File: config.mk
export PLATFORM = sky130hd
export DESIGN_NAME = scariv_bim_upd_ctrl
export DESIGN_NICKNAME = d
export VERILOG_FILES = /design/src/rtl/scariv_pkg.sv /design/src/rtl/scariv_bim_upd_ctrl.sv
export SDC_FILE = /design/constraint.sdc
export NUM_CORES = 1
export LEC_CHECK = 0
export BUFFER_PORTS_ARGS = -buffer_cell sky130_fd_sc_hd__buf_4
export CAP_MARGIN = 20
export CORE_MARGIN = 10
export CORE_UTILIZATION = 48
export CTS_CLUSTER_DIAMETER = 200
export CTS_CLUSTER_SIZE = 12
export DETAILED_ROUTE_END_ITERATION = 10
export MAX_ROUTING_LAYER = met4
export PLACE_DENSITY = 0.83
export SLEW_MARGIN = 5
export SYNTH_ARGS = -nofsm -noshare
export SYNTH_HDL_FRONTEND = slang
export SYNTH_SLANG_ARGS = --single-unit
File: constraint.sdc
create_clock -name i_clk -period 2.6 [get_ports i_clk]
set_input_delay 0.52 -clock i_clk [delete_from_list [all_inputs] [get_ports i_clk]]
set_output_delay 0.52 -clock i_clk [all_outputs]
set_load 0.02 [all_outputs]
File: src/rtl/scariv_pkg.sv
// Shared frontend types for the bimodal predictor: 2-bit counter type, reset value
// and the saturating update rule.
package scariv_pkg;

  typedef logic [1:0] bim_cnt_t;

  localparam bim_cnt_t BIM_INIT = 2'b01;

  function automatic bim_cnt_t bim_next(bim_cnt_t c, logic taken);
    if (taken) begin
      return (c == 2'b11) ? c : c + 2'd1;
    end else begin
      return (c == 2'b00) ? c : c - 2'd1;
    end
  endfunction

endpackage

File: src/rtl/scariv_bim_upd_ctrl.sv
// Bimodal counter-table update controller: initialises the table after reset, then turns
// each resolved conditional branch into a 2-cycle read-modify-write with same-index forwarding.
module scariv_bim_upd_ctrl
  import scariv_pkg::*;
#(
  parameter  int BIM_ENTRIES = 1024,
  parameter  int VADDR_W     = 39,
  parameter  int IDX_LSB     = 1,
  localparam int INDEX_W     = $clog2(BIM_ENTRIES)
) (
  input  logic               i_clk,
  input  logic               i_reset,
  input  logic               i_upd_valid,
  input  logic               i_upd_is_cond,
  input  logic               i_upd_dead,
  input  logic               i_upd_taken,
  input  logic [VADDR_W-1:0] i_upd_pc_vaddr,
  output logic               o_tbl_rd_en,
  output logic [INDEX_W-1:0] o_tbl_rd_idx,
  input  bim_cnt_t           i_tbl_rd_data,
  output logic               o_tbl_wr_en,
  output logic [INDEX_W-1:0] o_tbl_wr_idx,
  output bim_cnt_t           o_tbl_wr_data,
  output logic               o_init_busy,
  output logic               o_upd_drop
);

  localparam logic [0:0] ST_INIT = 1'b0;
  localparam logic [0:0] ST_RUN  = 1'b1;

  logic [0:0]         state;
  logic [INDEX_W-1:0] init_idx;

  logic               acc_p0;
  logic [INDEX_W-1:0] idx_p0;

  logic               vld_p1;
  logic [INDEX_W-1:0] idx_p1;
  logic               taken_p1;
  logic               fwd_hit_p1;
  bim_cnt_t           old_cnt_p1;
  bim_cnt_t           new_cnt_p1;
  logic               run_wr_p1;

  logic               r_last_wr_valid;
  logic [INDEX_W-1:0] r_last_wr_idx;
  bim_cnt_t           r_last_wr_data;

  logic               unused_pc_bits;

  assign unused_pc_bits = ^i_upd_pc_vaddr;

  // Stage S0: qualify the incoming update and issue the table read
  assign acc_p0       = i_upd_valid & i_upd_is_cond & ~i_upd_dead;
  assign idx_p0       = i_upd_pc_vaddr[IDX_LSB +: INDEX_W];
  assign o_tbl_rd_en  = ~i_reset & (state == ST_RUN) & acc_p0;
  assign o_tbl_rd_idx = idx_p0;
  assign o_upd_drop   = ~i_reset & (state == ST_INIT) & acc_p0;
  assign o_init_busy  = i_reset | (state == ST_INIT);

  // Stage S1: merge forwarded value (table is read-old on collision) and write back
  assign fwd_hit_p1 = r_last_wr_valid & (r_last_wr_idx == idx_p1);
  assign old_cnt_p1 = fwd_hit_p1 ? r_last_wr_data : i_tbl_rd_data;
  assign new_cnt_p1 = bim_next(old_cnt_p1, taken_p1);
  assign run_wr_p1  = ~i_reset & (state == ST_RUN) & vld_p1;

  always_comb begin
    o_tbl_wr_en   = 1'b0;
    o_tbl_wr_idx  = init_idx;
    o_tbl_wr_data = BIM_INIT;
    if (!i_reset) begin
      if (state == ST_INIT) begin
        o_tbl_wr_en = 1'b1;
      end else if (vld_p1) begin
        o_tbl_wr_en   = 1'b1;
        o_tbl_wr_idx  = idx_p1;
        o_tbl_wr_data = new_cnt_p1;
      end
    end
  end

  always_ff @(posedge i_clk) begin
    if (i_reset) begin
      state           <= ST_INIT;
      init_idx        <= '0;
      vld_p1          <= 1'b0;
      r_last_wr_valid <= 1'b0;
    end else begin
      if (state == ST_INIT) begin
        init_idx <= init_idx + 1'b1;
        if (init_idx == INDEX_W'(BIM_ENTRIES - 1)) begin
          state <= ST_RUN;
        end
      end
      vld_p1          <= (state == ST_RUN) & acc_p0;
      r_last_wr_valid <= run_wr_p1;
    end
  end

  always_ff @(posedge i_clk) begin
    idx_p1         <= idx_p0;
    taken_p1       <= i_upd_taken;
    r_last_wr_idx  <= idx_p1;
    r_last_wr_data <= new_cnt_p1;
  end

endmodule

---- Word-level counts from Yosys, hierarchy flattened ----
Index checks and enable logic that the tools add are counted.
W data, S select, Z words.
operators by class
  add/sub/neg operators ................... 3
  eq/ne operators ......................... 3
  mux-type cells .......................... 15
  bitwise gates (word level) .............. 13
  reductions and logical operators ........ 1
operators by type and width
  operator                 count
  $mux W10                 3
  $mux W2                  7
  $add A10 B1 Y10 const B  1
  $eq A10 B10 Y1           1
  $eq A10 B10 Y1 const B   1
  $and A1 B1 Y1            9
  $mux W1                  5
  $not A1 Y1               3
  $add A2 B1 Y2 const B    1
  $eq A2 B2 Y1 const B     1
  $logic_not A2 Y1         1
  $sub A2 B1 Y2 const B    1
  $or A1 B1 Y1             1
word-level totals
  register bits after elaboration ......... 36
  bits of input ports ..................... 47
  logic and storage cells ................. 43

---- Logic depth before layout (Yosys ltp) ----
  word-level depth ........................ 9
  gate-level depth with buffers ........... 7

---- Worst setup path after synthesis ----
OpenSTA, ideal clock, no wires.
  path kind ............................... in2out
  start point ............................. input i_reset
  end point ............................... output o_tbl_wr_idx[4]
  data arrival time ....................... 1.494 ns
  data required time ...................... 2.080 ns
  path slack .............................. 0.586 ns
  stages on the path ...................... 5
  path buffers ............................ 2
  cells stage by stage .................... nand2b_4 or2_1 buf_6 buf_12 mux2_4
on the way
  longest elaborated chain between the ends .. 1
ends and longest elaborated chain
  element      line                       source
  from (decl)  scariv_bim_upd_ctrl.sv:12  input logic i_reset,
  $mux W10     scariv_bim_upd_ctrl.sv:71  if (!i_reset) begin
  to (decl)    scariv_bim_upd_ctrl.sv:22  output logic [INDEX_W-1:0] o_tbl_wr_idx,
Every way passes these cells.

---- Worst setup path in the final report ----
  start point ............................. register idx_p1[0]
  end point ............................... output o_tbl_wr_data[1]
on the way
  longest elaborated chain between the ends .. 9
  elaborated cells between the ends (all ways) .. 13
  classes of those cells .................. add/sub (2); eq/ne (2); mux (7); bitwise (1); reduce/logical (1)
ends and longest elaborated chain
  element                                line                                source
  from (decl)                            scariv_bim_upd_ctrl.sv:38           logic [INDEX_W-1:0] idx_p1;
  from (signal assigned)                 scariv_bim_upd_ctrl.sv:101          idx_p1 <= idx_p0;
  $eq A10 B10 Y1 (*)                     scariv_bim_upd_ctrl.sv:62           assign fwd_hit_p1 = r_last_wr_valid & (r_last_wr_idx == idx_p1);
  $and A1 B1 Y1 (*)                      scariv_bim_upd_ctrl.sv:62
  $mux W2 (*)                            scariv_bim_upd_ctrl.sv:63           assign old_cnt_p1 = fwd_hit_p1 ? r_last_wr_data : i_tbl_rd_data;
  $sub A2 B1 Y2 (tied with other cells)  scariv_pkg.sv:13                    return (c == 2'b00) ? c : c - 2'd1;
  $mux W2 (on tied branches)             scariv_pkg.sv:13, scariv_pkg.sv:11
  $mux W2 (*)                            scariv_pkg.sv:10                    if (taken) begin
  $mux W2 (*)                            scariv_bim_upd_ctrl.sv:74           end else if (vld_p1) begin
  $mux W2 (*)                            scariv_bim_upd_ctrl.sv:72           if (state == ST_INIT) begin
  $mux W2 (*)                            scariv_bim_upd_ctrl.sv:71
  to (decl)                              scariv_bim_upd_ctrl.sv:23           output bim_cnt_t o_tbl_wr_data,
Mark *: on every way between the ends. The rest lies on a longest branch, timed or not.

==> key figures <==
STA
  • Unrepaired setup endpoints after global routing: no
  • Final Cycle Share: 93.9%
  • Final min period: 2.44 ns
  • Setup TNS: 0 ns
  • WHS: 0.289 ns
  • Fmax: 0.409 GHz
  • Post-Route Skew: 0.00933 ns
  • Final setup violating endpoints: 0
  • Hold Fails Final Rpt: 0
  • Least-Margin Pin Slew: 0.393 ns
  • Fin. max-slew vios: 0
  • Relative slew margins: 73.8%

Power
  • Seq pwr share: 55.3%
  • Leakage: 0.837 nW
  • Combinational Power Share: 9.8%
  • Max VDD drop: 0.301 mV
  • Cell Pwr Density: 587 mW/mm²
  • Switching fraction of total power: 22.5%
  • Total power: 1.08 mW
  • Internal power: 836 µW
  • Net switching power: 243 µW
  • Power share of the clock group: 34.9%

Floorplan
  • Die Y: 75.9 µm
  • Row count: 20
  • Initial Util: 49.5%
  • Die ar.: 0.00575 mm²
  • Io pins: 73
  • Floorplan core area: 0.00303 mm²
  • Die W: 75.9 µm

Clock network
  • Cts bufs inserted: 5
  • Post_cts resized: 0
  • Post-CTS Repair Setup Buffers: 0
  • Clk Tree Root Cell: clkbuf_4
  • Clock transition at path regs: 0.11 ns
  • Clock Tree Buf Depth: 2
  • Hold Buf Count CTS: 0
  • CTS sink cnt: 36
  • Htree depth: 2
  • CTS tree: built
  • Clk_lat worst skew: 0.33 ns

Synthesis
  • Mapped Area: 0.00150 mm²
  • Synth Register Bits: 36
  • Fraction of the yosys area taken by sequential cells: 48.1%
  • Top-area cell type share of the netlist area: 48.1%
  • Largest area contributor in the netlist: dfxtp_1
  • Synth area leaders: dfxtp_1 48%, xnor2_1 7.0%, mux2_2 5.3%
  • Yosys warns: 0
  • Synth Area per Inst: 11.0 µm²
  • Synthesized instance count: 136
  • Post-synth cell types: 32
  • Post-Syn Nets: 184

Placed design
  • Gpl congestion: 0.832
  • Cell total after placement: 210
  • Input/output buffers: 43
  • Post-DP HPWL: 2350 µm

Drt
  • Via density: 4.78
  • Via count: 1043
  • Final WL: 2960 µm
  • Post-route ant nets: 0
  • Remaining DRCs: 0
  • DRT iter0 DRCs: 45
  • DR WL/cell: 13.6 µm
  • Drt pass-1 iters: 4

Flow run
  • Max_cap viols: 0

Min path
  • Hold Path Class: input pin to flip-flop

Status
  • Status: complete, no violations

Final layout
  • Share of cells above drive strength 1: 39.1%
  • N_diodes: 0
  • Final nets: 221
  • Synth-to-Final Area Change: 22.7%
  • Finished Layout Cells: 218
  • Filler cells: 259

Critical path
  • CP Capture Type: primary output
  • WP data arrival: 1.92 ns
  • CP Launch Type: flip-flop
  • Max FO, Critical Path: 4
  • Req. time, crit path: 2.08 ns
  • Crit Path Class: flip-flop to primary output

Global route
  • Most used routing layer in global routing: met2
  • Initial antenna violation count: 0
  • Vias in the first global route: 1069
  • Largest net degree at the start of global routing: 16
  • Tot GR Track Use: 11.5%
  • Met3 usage: 4.95%
  • GR Overflow Total: 0
  • Met1 Resource Use GR: 11.9%
  • First-pass GRT wire length: 4810 µm
  • Met2 usage: 18.5%
cell usage after synthesis:
cell,number
a21o_1,1
a21oi_1,4
a41oi_1,1
and2b_2,1
and3_1,1
and3b_2,1
buf_12,1
buf_4,10
buf_6,2
clkbuf_1,1
dfxtp_1,36
ha_1,1
inv_1,4
maj3_1,2
mux2_2,7
mux2_4,5
mux2i_1,3
nand2_1,3
nand2b_4,1
nand3_1,1
nand3b_1,1
nand4_1,5
nand4b_4,1
nor2_1,16
nor3_1,2
nor3_2,1
o21a_1,1
o21ai_0,3
or2_1,1
or3_1,2
xnor2_1,12
xor2_1,5
cells by family (layout without fill, tap and decap cells):
group | Yosys count | in the layout | synth area share [%]
simple gates | 37 | 37 | 14.5
flops | 36 | 36 | 48.1
buf+inv | 18 | 56 | 9.11
xor+xnor | 17 | 17 | 9.94
mux | 15 | 15 | 12.3
compound gates | 10 | 10 | 3.93
fa+ha+maj | 3 | 3 | 2.17
placed cells by master, fill, tap and decap left out, drive strengths merged:
| master | netlist | layout |
|---|---|---|
| clkinv | 0 | 1 |
| o21ai | 3 | 3 |
| buf | 13 | 44 |
| and3b | 1 | 1 |
| xor2 | 5 | 5 |
| nand4 | 5 | 5 |
| a21o | 1 | 1 |
| and3 | 1 | 1 |
| dfxtp | 36 | 36 |
| ha | 1 | 1 |
| nor2 | 16 | 16 |
| inv | 4 | 4 |
| nand4b | 1 | 1 |
| o21a | 1 | 1 |
| nand3b | 1 | 1 |
| or3 | 2 | 2 |
| clkbuf | 1 | 6 |
| maj3 | 2 | 2 |
| or2 | 1 | 1 |
| a41oi | 1 | 1 |
| and2b | 1 | 1 |
| xnor2 | 12 | 12 |
| bufinv | 0 | 1 |
| nand2b | 1 | 1 |
| a21oi | 4 | 4 |
| mux2i | 3 | 3 |
| mux2 | 12 | 12 |
| nand3 | 1 | 1 |
| nand2 | 3 | 3 |
| nor3 | 3 | 3 |
through the flow:
stage	worst slack, ns	area [µm²]	utilization [%]
2_1_floorplan	0.586	1500	-
3_3_place_gp	0.353	1760	58.2
3_5_place_dp	0.347	1760	58.2
4_1_cts	0.130	1840	60.7
5_1_grt	0.0255	1840	60.7
6_report	0.158	1840	60.7
worst max-delay path, stage by stage, from the launching register on:
cell and delay (ns):
dfxtp_1 0.42, xnor2_1 0.14, nand4_1 0.13, nor3_2 0.36, mux2_2 0.38, buf_4 0.16
routing by layer:
layer	up-vias	routed length, µm	share of wire [%]
met2	36	1440	49
met1	484	1220	41
met3	5	264	8.9
met4	0	37	1.2
met5	-	0	0
li1	518	-	-
cell type report:
type                            count  area (µm²)  share of cell area, %
Clock inverter                      2        35.0                   1.91
Sequential cell                    36         721                   39.2
Multi-Input combinational cell     82         641                   34.9
Clock buffer                        6        41.3                   2.25
Inverter                            4        15.0                  0.817
Tap cell                           44        55.1                   3.00
Timing Repair Buffer               44         330                   18.0
power by group through the flow:
stage	clock network (mW)	registers (mW)	logic (mW)
6_report	0.376	0.597	0.106
5_1_grt	0.417	0.601	0.116
4_1_cts	0.387	0.597	0.108
3_5_place_dp	0	0.610	0.107
3_3_place_gp	0	0.607	0.103
2_1_floorplan	0	0.604	0.0689
final timing paths:
check,from,slack (ns),cells after the start,endpoint
setup / recovery,idx_p1[0],0.16,5,o_tbl_wr_data[1]
hold / removal,i_upd_pc_vaddr[10],0.29,1,idx_p1[9]
setup reg to reg,idx_p1[0],1.06,4,r_last_wr_data[0]
hold reg to reg,idx_p1[3],0.39,0,r_last_wr_idx[3]
flip-flops by register name (all words and copies together), names as in the netlist:
signal           cells
init_idx            10
r_last_wr_data       2
taken_p1             1
r_last_wr_valid      1
vld_p1               1
idx_p1              10
state                1
r_last_wr_idx       10
(Power assumes the default switching activity.)
